==> src/rtl/control_sequencer_pkg.sv <==
// Shared constants and types for the hardwired control unit:
// opcodes, FSM state encoding, instruction classes and the strobe bundle.
package cpu_ctrl_pkg;

    localparam int OPC_MSB = 31;
    localparam int OPC_LSB = 27;

    localparam logic [4:0] OP_LD   = 5'b00000;
    localparam logic [4:0] OP_LDI  = 5'b00001;
    localparam logic [4:0] OP_ST   = 5'b00010;
    localparam logic [4:0] OP_ADD  = 5'b00011;
    localparam logic [4:0] OP_SUB  = 5'b00100;
    localparam logic [4:0] OP_AND  = 5'b00101;
    localparam logic [4:0] OP_OR   = 5'b00110;
    localparam logic [4:0] OP_ROR  = 5'b00111;
    localparam logic [4:0] OP_ROL  = 5'b01000;
    localparam logic [4:0] OP_SHR  = 5'b01001;
    localparam logic [4:0] OP_SHRA = 5'b01010;
    localparam logic [4:0] OP_SHL  = 5'b01011;
    localparam logic [4:0] OP_ADDI = 5'b01100;
    localparam logic [4:0] OP_ANDI = 5'b01101;
    localparam logic [4:0] OP_ORI  = 5'b01110;
    localparam logic [4:0] OP_DIV  = 5'b01111;
    localparam logic [4:0] OP_MUL  = 5'b10000;
    localparam logic [4:0] OP_NEG  = 5'b10001;
    localparam logic [4:0] OP_NOT  = 5'b10010;
    localparam logic [4:0] OP_NOP  = 5'b11010;
    localparam logic [4:0] OP_HALT = 5'b11011;

    typedef enum logic [3:0] {
        S_RST, S_T0, S_T1, S_T2, S_T3, S_T4, S_T5, S_T6, S_T7, S_PAUSE, S_HALT
    } state_t;

    typedef enum logic [3:0] {
        C_ALU3, C_MULDIV, C_UNARY, C_IMM, C_LDI, C_LD, C_ST, C_NOP, C_HALT
    } instr_class_t;

    typedef struct packed {
        logic       pc_out;
        logic       pc_in;
        logic       inc_pc;
        logic       mar_in;
        logic       mdr_in;
        logic       mdr_out;
        logic       ir_in;
        logic       y_in;
        logic       z_in;
        logic       zlow_out;
        logic       zhigh_out;
        logic       hi_in;
        logic       lo_in;
        logic       gra;
        logic       grb;
        logic       grc;
        logic       r_in;
        logic       r_out;
        logic       ba_out;
        logic       c_out;
        logic       read;
        logic       write;
        logic       run;
        logic       illegal_op;
        logic [4:0] alu_op;
    } ctrl_t;

endpackage

==> src/rtl/control_sequencer_if.sv <==
// Bundle between the control sequencer and the single-bus datapath.
// master = sequencer side, slave = datapath / environment side.
interface control_sequencer_if;
    logic [31:0] IR;
    logic        Mem_Done;
    logic        Stop;
    logic        PCout, PCin, IncPC, MARin, MDRin, MDRout, IRin;
    logic        Yin, Zin, Zlowout, Zhighout, HIin, LOin;
    logic        Gra, Grb, Grc, Rin, Rout, BAout, Cout;
    logic        Read, Write;
    logic [4:0]  alu_op;
    logic        Run;
    logic        illegal_op;

    modport master (
        input  IR, Mem_Done, Stop,
        output PCout, PCin, IncPC, MARin, MDRin, MDRout, IRin,
        output Yin, Zin, Zlowout, Zhighout, HIin, LOin,
        output Gra, Grb, Grc, Rin, Rout, BAout, Cout,
        output Read, Write, alu_op, Run, illegal_op
    );

    modport slave (
        output IR, Mem_Done, Stop,
        input  PCout, PCin, IncPC, MARin, MDRin, MDRout, IRin,
        input  Yin, Zin, Zlowout, Zhighout, HIin, LOin,
        input  Gra, Grb, Grc, Rin, Rout, BAout, Cout,
        input  Read, Write, alu_op, Run, illegal_op
    );
endinterface

==> src/rtl/control_sequencer_decoder.sv <==
// Combinational opcode classifier; undefined opcodes map to the nop class
// with the illegal flag raised.
module opcode_decoder
    import cpu_ctrl_pkg::*;
(
    input  logic [4:0]   opcode_i,
    output instr_class_t class_o,
    output logic         illegal_o
);

    always_comb begin
        class_o   = C_NOP;
        illegal_o = 1'b0;
        case (opcode_i)
            OP_LD:   class_o = C_LD;
            OP_LDI:  class_o = C_LDI;
            OP_ST:   class_o = C_ST;
            OP_ADD, OP_SUB, OP_AND, OP_OR, OP_ROR, OP_ROL, OP_SHR, OP_SHRA, OP_SHL:
                     class_o = C_ALU3;
            OP_ADDI, OP_ANDI, OP_ORI:
                     class_o = C_IMM;
            OP_DIV, OP_MUL:
                     class_o = C_MULDIV;
            OP_NEG, OP_NOT:
                     class_o = C_UNARY;
            OP_NOP:  class_o = C_NOP;
            OP_HALT: class_o = C_HALT;
            default: illegal_o = 1'b1;
        endcase
    end

endmodule

==> src/rtl/control_sequencer.sv <==
// Hardwired Moore control unit: steps fetch T0-T2 and execute T3-T7, stalls on
// memory steps until Mem_Done, and parks in PAUSE/HALT between instructions.
module control_sequencer
    import cpu_ctrl_pkg::*;
(
    input  logic clk_i,
    input  logic rst_i,
    control_sequencer_if.master bus
);

    state_t       state_q, state_d;
    instr_class_t cls;
    logic         illegal;
    logic [4:0]   opcode;
    ctrl_t        ctrl;
    state_t       boundary;

    assign opcode = bus.IR[OPC_MSB:OPC_LSB];

    opcode_decoder u_decoder (
        .opcode_i  (opcode),
        .class_o   (cls),
        .illegal_o (illegal)
    );

    always_ff @(posedge clk_i) begin
        if (rst_i) begin
            state_q <= S_RST;
        end else begin
            state_q <= state_d;
        end
    end

    // Stop is only honoured at instruction boundaries.
    assign boundary = bus.Stop ? S_PAUSE : S_T0;

    always_comb begin
        state_d = state_q;
        case (state_q)
            S_RST:   state_d = S_T0;
            S_T0:    state_d = S_T1;
            S_T1:    state_d = bus.Mem_Done ? S_T2 : S_T1;
            S_T2:    state_d = S_T3;
            S_T3: begin
                case (cls)
                    C_HALT:  state_d = S_HALT;
                    C_NOP:   state_d = boundary;
                    default: state_d = S_T4;
                endcase
            end
            S_T4:    state_d = (cls == C_UNARY) ? boundary : S_T5;
            S_T5: begin
                case (cls)
                    C_MULDIV, C_LD, C_ST: state_d = S_T6;
                    default:              state_d = boundary;
                endcase
            end
            S_T6: begin
                case (cls)
                    C_LD:    state_d = bus.Mem_Done ? S_T7 : S_T6;
                    C_ST:    state_d = S_T7;
                    default: state_d = boundary;
                endcase
            end
            S_T7: begin
                if (cls == C_ST && !bus.Mem_Done) begin
                    state_d = S_T7;
                end else begin
                    state_d = boundary;
                end
            end
            S_PAUSE: state_d = bus.Stop ? S_PAUSE : S_T0;
            S_HALT:  state_d = S_HALT;
            default: state_d = S_RST;
        endcase
    end

    always_comb begin
        ctrl     = '0;
        ctrl.run = (state_q != S_RST) && (state_q != S_PAUSE) && (state_q != S_HALT);
        case (state_q)
            S_T0: begin
                ctrl.pc_out = 1'b1;
                ctrl.mar_in = 1'b1;
                ctrl.inc_pc = 1'b1;
                ctrl.z_in   = 1'b1;
            end
            S_T1: begin
                ctrl.zlow_out = 1'b1;
                ctrl.pc_in    = 1'b1;
                ctrl.read     = 1'b1;
                ctrl.mdr_in   = 1'b1;
            end
            S_T2: begin
                ctrl.mdr_out = 1'b1;
                ctrl.ir_in   = 1'b1;
            end
            S_T3: begin
                case (cls)
                    C_ALU3, C_MULDIV, C_IMM: begin
                        ctrl.grb   = 1'b1;
                        ctrl.r_out = 1'b1;
                        ctrl.y_in  = 1'b1;
                    end
                    C_UNARY: begin
                        ctrl.grb    = 1'b1;
                        ctrl.r_out  = 1'b1;
                        ctrl.z_in   = 1'b1;
                        ctrl.alu_op = opcode;
                    end
                    C_LDI, C_LD, C_ST: begin
                        ctrl.grb    = 1'b1;
                        ctrl.ba_out = 1'b1;
                        ctrl.y_in   = 1'b1;
                    end
                    C_NOP:   ctrl.illegal_op = illegal;
                    default: ;
                endcase
            end
            S_T4: begin
                case (cls)
                    C_ALU3, C_MULDIV: begin
                        ctrl.grc    = 1'b1;
                        ctrl.r_out  = 1'b1;
                        ctrl.z_in   = 1'b1;
                        ctrl.alu_op = opcode;
                    end
                    C_UNARY: begin
                        ctrl.zlow_out = 1'b1;
                        ctrl.gra      = 1'b1;
                        ctrl.r_in     = 1'b1;
                    end
                    C_IMM: begin
                        ctrl.c_out  = 1'b1;
                        ctrl.z_in   = 1'b1;
                        ctrl.alu_op = opcode;
                    end
                    C_LDI, C_LD, C_ST: begin
                        // Effective address: base register plus constant.
                        ctrl.c_out  = 1'b1;
                        ctrl.z_in   = 1'b1;
                        ctrl.alu_op = OP_ADD;
                    end
                    default: ;
                endcase
            end
            S_T5: begin
                ctrl.zlow_out = 1'b1;
                case (cls)
                    C_ALU3, C_IMM, C_LDI: begin
                        ctrl.gra  = 1'b1;
                        ctrl.r_in = 1'b1;
                    end
                    C_MULDIV:   ctrl.lo_in  = 1'b1;
                    C_LD, C_ST: ctrl.mar_in = 1'b1;
                    default:    ctrl.zlow_out = 1'b0;
                endcase
            end
            S_T6: begin
                case (cls)
                    C_MULDIV: begin
                        ctrl.zhigh_out = 1'b1;
                        ctrl.hi_in     = 1'b1;
                    end
                    C_LD: begin
                        ctrl.read   = 1'b1;
                        ctrl.mdr_in = 1'b1;
                    end
                    C_ST: begin
                        ctrl.gra    = 1'b1;
                        ctrl.r_out  = 1'b1;
                        ctrl.mdr_in = 1'b1;
                    end
                    default: ;
                endcase
            end
            S_T7: begin
                case (cls)
                    C_LD: begin
                        ctrl.mdr_out = 1'b1;
                        ctrl.gra     = 1'b1;
                        ctrl.r_in    = 1'b1;
                    end
                    C_ST:    ctrl.write = 1'b1;
                    default: ;
                endcase
            end
            default: ;
        endcase
    end

    assign bus.PCout      = ctrl.pc_out;
    assign bus.PCin       = ctrl.pc_in;
    assign bus.IncPC      = ctrl.inc_pc;
    assign bus.MARin      = ctrl.mar_in;
    assign bus.MDRin      = ctrl.mdr_in;
    assign bus.MDRout     = ctrl.mdr_out;
    assign bus.IRin       = ctrl.ir_in;
    assign bus.Yin        = ctrl.y_in;
    assign bus.Zin        = ctrl.z_in;
    assign bus.Zlowout    = ctrl.zlow_out;
    assign bus.Zhighout   = ctrl.zhigh_out;
    assign bus.HIin       = ctrl.hi_in;
    assign bus.LOin       = ctrl.lo_in;
    assign bus.Gra        = ctrl.gra;
    assign bus.Grb        = ctrl.grb;
    assign bus.Grc        = ctrl.grc;
    assign bus.Rin        = ctrl.r_in;
    assign bus.Rout       = ctrl.r_out;
    assign bus.BAout      = ctrl.ba_out;
    assign bus.Cout       = ctrl.c_out;
    assign bus.Read       = ctrl.read;
    assign bus.Write      = ctrl.write;
    assign bus.Run        = ctrl.run;
    assign bus.illegal_op = ctrl.illegal_op;
    assign bus.alu_op     = ctrl.alu_op;

endmodule

==> src/flat_wrapper.sv <==
// flat-port wrapper written by rule: the top's interface ports become plain ports
module control_sequencer_flat import cpu_ctrl_pkg::*;
  (clk_i, rst_i, bus_IR, bus_Mem_Done, bus_Stop, bus_PCout, bus_PCin, bus_IncPC, bus_MARin, bus_MDRin, bus_MDRout, bus_IRin, bus_Yin, bus_Zin, bus_Zlowout, bus_Zhighout, bus_HIin, bus_LOin, bus_Gra, bus_Grb, bus_Grc, bus_Rin, bus_Rout, bus_BAout, bus_Cout, bus_Read, bus_Write, bus_alu_op, bus_Run, bus_illegal_op);
  control_sequencer_if bus_i ();
  input  logic clk_i;
  input  logic rst_i;
  input wire logic [$bits(bus_i.IR)-1:0] bus_IR;
  input wire logic [$bits(bus_i.Mem_Done)-1:0] bus_Mem_Done;
  input wire logic [$bits(bus_i.Stop)-1:0] bus_Stop;
  output wire logic [$bits(bus_i.PCout)-1:0] bus_PCout;
  output wire logic [$bits(bus_i.PCin)-1:0] bus_PCin;
  output wire logic [$bits(bus_i.IncPC)-1:0] bus_IncPC;
  output wire logic [$bits(bus_i.MARin)-1:0] bus_MARin;
  output wire logic [$bits(bus_i.MDRin)-1:0] bus_MDRin;
  output wire logic [$bits(bus_i.MDRout)-1:0] bus_MDRout;
  output wire logic [$bits(bus_i.IRin)-1:0] bus_IRin;
  output wire logic [$bits(bus_i.Yin)-1:0] bus_Yin;
  output wire logic [$bits(bus_i.Zin)-1:0] bus_Zin;
  output wire logic [$bits(bus_i.Zlowout)-1:0] bus_Zlowout;
  output wire logic [$bits(bus_i.Zhighout)-1:0] bus_Zhighout;
  output wire logic [$bits(bus_i.HIin)-1:0] bus_HIin;
  output wire logic [$bits(bus_i.LOin)-1:0] bus_LOin;
  output wire logic [$bits(bus_i.Gra)-1:0] bus_Gra;
  output wire logic [$bits(bus_i.Grb)-1:0] bus_Grb;
  output wire logic [$bits(bus_i.Grc)-1:0] bus_Grc;
  output wire logic [$bits(bus_i.Rin)-1:0] bus_Rin;
  output wire logic [$bits(bus_i.Rout)-1:0] bus_Rout;
  output wire logic [$bits(bus_i.BAout)-1:0] bus_BAout;
  output wire logic [$bits(bus_i.Cout)-1:0] bus_Cout;
  output wire logic [$bits(bus_i.Read)-1:0] bus_Read;
  output wire logic [$bits(bus_i.Write)-1:0] bus_Write;
  output wire logic [$bits(bus_i.alu_op)-1:0] bus_alu_op;
  output wire logic [$bits(bus_i.Run)-1:0] bus_Run;
  output wire logic [$bits(bus_i.illegal_op)-1:0] bus_illegal_op;
  assign bus_i.IR = bus_IR;
  assign bus_i.Mem_Done = bus_Mem_Done;
  assign bus_i.Stop = bus_Stop;
  assign bus_PCout = bus_i.PCout;
  assign bus_PCin = bus_i.PCin;
  assign bus_IncPC = bus_i.IncPC;
  assign bus_MARin = bus_i.MARin;
  assign bus_MDRin = bus_i.MDRin;
  assign bus_MDRout = bus_i.MDRout;
  assign bus_IRin = bus_i.IRin;
  assign bus_Yin = bus_i.Yin;
  assign bus_Zin = bus_i.Zin;
  assign bus_Zlowout = bus_i.Zlowout;
  assign bus_Zhighout = bus_i.Zhighout;
  assign bus_HIin = bus_i.HIin;
  assign bus_LOin = bus_i.LOin;
  assign bus_Gra = bus_i.Gra;
  assign bus_Grb = bus_i.Grb;
  assign bus_Grc = bus_i.Grc;
  assign bus_Rin = bus_i.Rin;
  assign bus_Rout = bus_i.Rout;
  assign bus_BAout = bus_i.BAout;
  assign bus_Cout = bus_i.Cout;
  assign bus_Read = bus_i.Read;
  assign bus_Write = bus_i.Write;
  assign bus_alu_op = bus_i.alu_op;
  assign bus_Run = bus_i.Run;
  assign bus_illegal_op = bus_i.illegal_op;
  control_sequencer u_core (.clk_i(clk_i), .rst_i(rst_i), .bus(bus_i));
endmodule
==> config.mk <==
export PLATFORM = sky130hd
export DESIGN_NAME = control_sequencer_flat
export DESIGN_NICKNAME = d
export VERILOG_FILES = /design/src/rtl/control_sequencer_pkg.sv /design/src/rtl/control_sequencer_if.sv /design/src/rtl/control_sequencer_decoder.sv /design/src/rtl/control_sequencer.sv /design/src/flat_wrapper.sv
export SDC_FILE = /design/constraint.sdc
export NUM_CORES = 1
export LEC_CHECK = 0
export CAP_MARGIN = 20
export CORE_MARGIN = 8
export CORE_UTILIZATION = 30
export CTS_CLUSTER_DIAMETER = 100
export DETAILED_ROUTE_END_ITERATION = 10
export PLACE_DENSITY = 0.79
export REMOVE_ABC_BUFFERS = 1
export SLEW_MARGIN = 20
export SYNTH_ARGS = -nofsm -noshare
export SYNTH_HDL_FRONTEND = slang
export SYNTH_SLANG_ARGS = --single-unit
==> constraint.sdc <==
create_clock -name clk_i -period 3 [get_ports clk_i]
set_clock_uncertainty 0.15 [all_clocks]
set_input_delay 0.75 -clock clk_i [delete_from_list [all_inputs] [get_ports clk_i]]
set_output_delay 0.75 -clock clk_i [all_outputs]
set_load 0.01 [all_outputs]
==> results list <==
- Status: finished with violations
- The checks that failed: setup timing.
- After detailed routing, the total wire length is about 3.7 mm.
- Crit-path max FO: 7
- The final critical path takes up 101% of the cycle.
* Maximum capacitance violations: 0
- Number of diodes added for antenna fixing: 0
* Main combinational cell family by area after synthesis: simple AND/OR/NAND/NOR gates
* Number of sinks driven by the clock tree: 4
- Routed length per instance: 15.7 um
* Post-detailed-route via-to-cell ratio: about 5.7
- Measured against its own limit, the worst slew margin works out to roughly 72%.
- The synthesized netlist devotes under 10% of its cell area to XOR and XNOR gates.
* Min Clock Period, post-route: roughly 3.0 ns
- The signal on the critical path passes through clkdlybuf4s15_2 -> buf_6 -> nor4_1 -> buf_4 -> nand2_1 -> o221ai_1 -> buf_2.
* Largest net degree at the start of global routing: 16
* Floorplan die area: between 4000 and 5000 um^2
- Antenna violations before repair: 0
- Routability congestion estimate: 0.898
- Post-route design area: 1580 um^2
- Tightest Pin Transition: between 0.4 and 0.5 ns
- Once detail routing completed, the nets flagged for antenna violations numbered 0.
* Root buffer selected by CTS: sky130_fd_sc_hd__clkbuf_4
- Non-filler cells in the finished layout: approximately 240
- Largest stage delay, worst path: between 0.3 and 0.4 ns
- Number of H-tree levels: 1
- u_core.state_q holds more flip-flops than any other register.
* Layout cells sized above 1: between 30% and 40%
- On the critical path, the stage with the largest delay is an instance of sky130_fd_sc_hd__nor4_1.
- The initial utilization of the core area, before any placement, comes to 30.3%.
- In the final layout, flip-flops and latches occupy about 81 um^2.
- Adder-cell share of the synthesized area: 0%
- Worst reg-to-reg path cell count: 5
* Capture point of the worst path: bus_Rout
- Of all flip-flops after synthesis, the portion carrying an async set or reset was 0%.
- Netlist Area Pre-Place: roughly 900 um^2
- Of the synthesized area, sequential elements account for 8.94%.
* Synthesis warning total: 0
* Power per cell area: about 210 nW/um^2
- The filler cells instantiated in the layout total around 290.
* Critical path required time: between 2 and 2.5 ns
* Setup crit end kind: output port
- Setup violations remaining at the end of the flow were counted as 2.
- The final-report max-slew violation count is 0.
- Detail Placement HPWL: roughly 2.7 mm
* Largest registers ranked by flip-flop count: u_core.state_q (4)
- Clock Path Buffers: 2
- During placement, the flow inserted port buffers numbering 37.
* Cell type with the highest aggregate area in the netlist: sky130_fd_sc_hd__dfxtp_1
- FF-to-FF setup slack: 1.22 ns
- The first TritonRoute pass finished after 4 iterations.
- Type of the most critical hold path: reg -> reg
* Footprint of the multi-input gates: just over 800 um^2
* Yosys cell types: 50
- The die is 70.6 um tall.
- For this design the static power due to leakage is between 0.0007 and 0.0008 uW.
* Number of synthesized register bits: 4
- Maximum resistive drop on vdd: about 0.098 mV
- Flip-flop cell with the highest count after synthesis: sky130_fd_sc_hd__dfxtp_1
- For the worst setup path, the data arrival time is ~2.1 ns.
- Clock insertion delay at the later pin of the skew report: approximately 0.23 ns
- Mux contribution to synthesized area: between 2 and 2.5%
- The routed layout has 1340 vias.
- The synthesized design contains 0 enable-type register cells.
- After the first detailed-routing iteration, the DRC count stood at between 100 and 150.
- Std-Cell Core Area: 2950 um^2
- The worst setup path is of the in -> out kind.
- Highest achievable clock rate: 328 MHz
- The critical path starts at bus_IR[27].
* PnR worst setup slack: -0.0445 ns
- Fraction of the mapped netlist area in simple logic gates: 43.2%
* R2r startpoint: u_core.state_q[3]
- For this run, the post-layout net count is between 200 and 250.
- The number of clock buffers added by TritonCTS is 3.
- Mean area per synthesized cell: around 6.6 um^2
* Remaining global-route overflow: 0
- The first global-routing pass estimated between 5 and 6 mm of wire.
- Kind of start point of the critical path: primary input
- TritonCTS clock tree: yes
- Setup total negative slack: -0.0603 ns
- In this run the cell area measured after placement is around 1500 um^2.
* Top Ports: 65
- Leading post-synthesis cells by cell area: sky130_fd_sc_hd__dfxtp_1 (8.9%), sky130_fd_sc_hd__a21oi_1 (5.6%), sky130_fd_sc_hd__nand2b_1 (5.6%), sky130_fd_sc_hd__nor2_1 (4.6%), sky130_fd_sc_hd__clkbuf_1 (4.2%)
* Global-route usage over all layers: between 10% and 20%
- Critical register-to-register path endpoint: u_core.state_q[1]
- The synthesized netlist devotes about a third of its cell area to compound gates.
- In this run the biggest area consumer among cell types represents a little under 9% of the synthesized area.
* Via count of the first global-routing pass: about 1300
- Gate count of the mapped netlist: 135
* Area overhead of the layout relative to synthesis: 76.4%
- Measured along the x axis, the die boundary spans 70.6 um.
* Total placed cells including tap cells: 228
- After clock tree synthesis, the clock-pin slew on the worst setup and hold paths is roughly 0.03 ns.
- Number of remaining DRC errors: 0
* Final Hold Violating Endpoints: 0
* Number of cell rows: 20
- The register with the most flip-flops in the layout has 4 of them.
==> stage by stage <==
step	setup slack [ns]	hold slack, ns	util, %	power [uW]
2_1_floorplan	0.442	0.492	-	146
3_3_place_gp	-0.701	0.596	51.5	264
3_5_place_dp	-0.718	0.618	51.5	268
4_1_cts	-0.00630	0.618	53.8	332
5_1_grt	-0.0498	0.694	53.5	364
6_report	-0.0445	0.622	53.5	338
==> metal layers <==
layer	part of all wire, %	routed length, um	track usage [%]	vias up
met2	50	1830	23.6	52
met4	2.1	78	5.54	0
met5	0	0	0	-
li1	-	-	-	647
met1	40	1480	15.0	633
met3	8.1	298	3.25	8
==> cell type report <==
type | count | share of cell area [%]
Sequential cell | 4 | 5.15
Clock buffer | 3 | 1.43
Tap cell | 33 | 2.61
Inverter | 3 | 0.713
Multi-Input combinational cell | 115 | 52.1
Timing Repair Buffer | 77 | 38.0
==> cell usage in the layout (no fill, tap or decap), types with 4 or more instances in the layout <==
| master | n |
|---|---|
| sky130_fd_sc_hd__a21oi_1 | 9 |
| sky130_fd_sc_hd__clkbuf_2 | 9 |
| sky130_fd_sc_hd__buf_6 | 4 |
| sky130_fd_sc_hd__nand2b_1 | 8 |
| sky130_fd_sc_hd__buf_4 | 35 |
| sky130_fd_sc_hd__buf_2 | 8 |
| sky130_fd_sc_hd__o21ai_0 | 4 |
| sky130_fd_sc_hd__dlygate4sd2_1 | 7 |
| sky130_fd_sc_hd__clkdlybuf4s50_1 | 8 |
| sky130_fd_sc_hd__nor2_1 | 9 |
| sky130_fd_sc_hd__nor3_1 | 4 |
| sky130_fd_sc_hd__nand2_1 | 9 |
==> kinds of logic (layout without fill, tap and decap cells) <==
kind of cell | after synthesis | in the layout
simple gates | 67 | 67
mux | 2 | 2
flops | 4 | 4
buf+inv | 16 | 83
xor+xnor | 4 | 4
compound gates | 42 | 42
==> Yosys cell counts, types with 3 or more instances <==
cell	number
sky130_fd_sc_hd__nor2_1	11
sky130_fd_sc_hd__a21oi_1	10
sky130_fd_sc_hd__clkbuf_1	10
sky130_fd_sc_hd__nand2_1	9
sky130_fd_sc_hd__nand2b_1	8
sky130_fd_sc_hd__nand3_1	5
sky130_fd_sc_hd__nor3_1	5
sky130_fd_sc_hd__o21ai_0	5
sky130_fd_sc_hd__dfxtp_1	4
sky130_fd_sc_hd__a211o_1	3
sky130_fd_sc_hd__and2_1	3
sky130_fd_sc_hd__and3_1	3
sky130_fd_sc_hd__inv_1	3
sky130_fd_sc_hd__nor2b_1	3
sky130_fd_sc_hd__nor4_1	3
sky130_fd_sc_hd__o22a_1	3
sky130_fd_sc_hd__or3_1	3
sky130_fd_sc_hd__xor2_1	3
==> worst min path at each step <==
stage                                 start  slack, ns                 to  cells after the start
final                     u_core.state_q[1]       0.62  u_core.state_q[3]                      4
after global routing      u_core.state_q[2]       0.69  u_core.state_q[0]                      4
after CTS                 u_core.state_q[1]       0.62  u_core.state_q[3]                      4
after detailed placement  u_core.state_q[1]       0.62  u_core.state_q[3]                      4
after global placement    u_core.state_q[1]       0.60  u_core.state_q[3]                      4
after floorplan           u_core.state_q[2]       0.49  u_core.state_q[0]                      3
==> critical path: cells and delay by family <==
family          cells  cell delay [ns]
compound gates      1             0.21
buf+inv             4             0.77
simple gates        2             0.41
==> repair_timing <==
| action | CTS | global route |
|---|---|---|
| setup endpoints to repair | 24 | 19 |
| cloned | 1 | 0 |
| buffers inserted | 1 | 2 |
| hold buffers | 0 | 0 |
| pin swaps | 2 | 1 |
| gates resized for setup | 64 | 31 |
| endpoints found under the hold margin | 0 | 0 |
==> power by group <==
part	switching, uW	internal, uW	total [uW]
Clock	19.8	44.6	64.4
Combinational	100	104	204
Sequential	11.3	58.7	70.0
No activity file was read; power rests on OpenSTA's default activity.
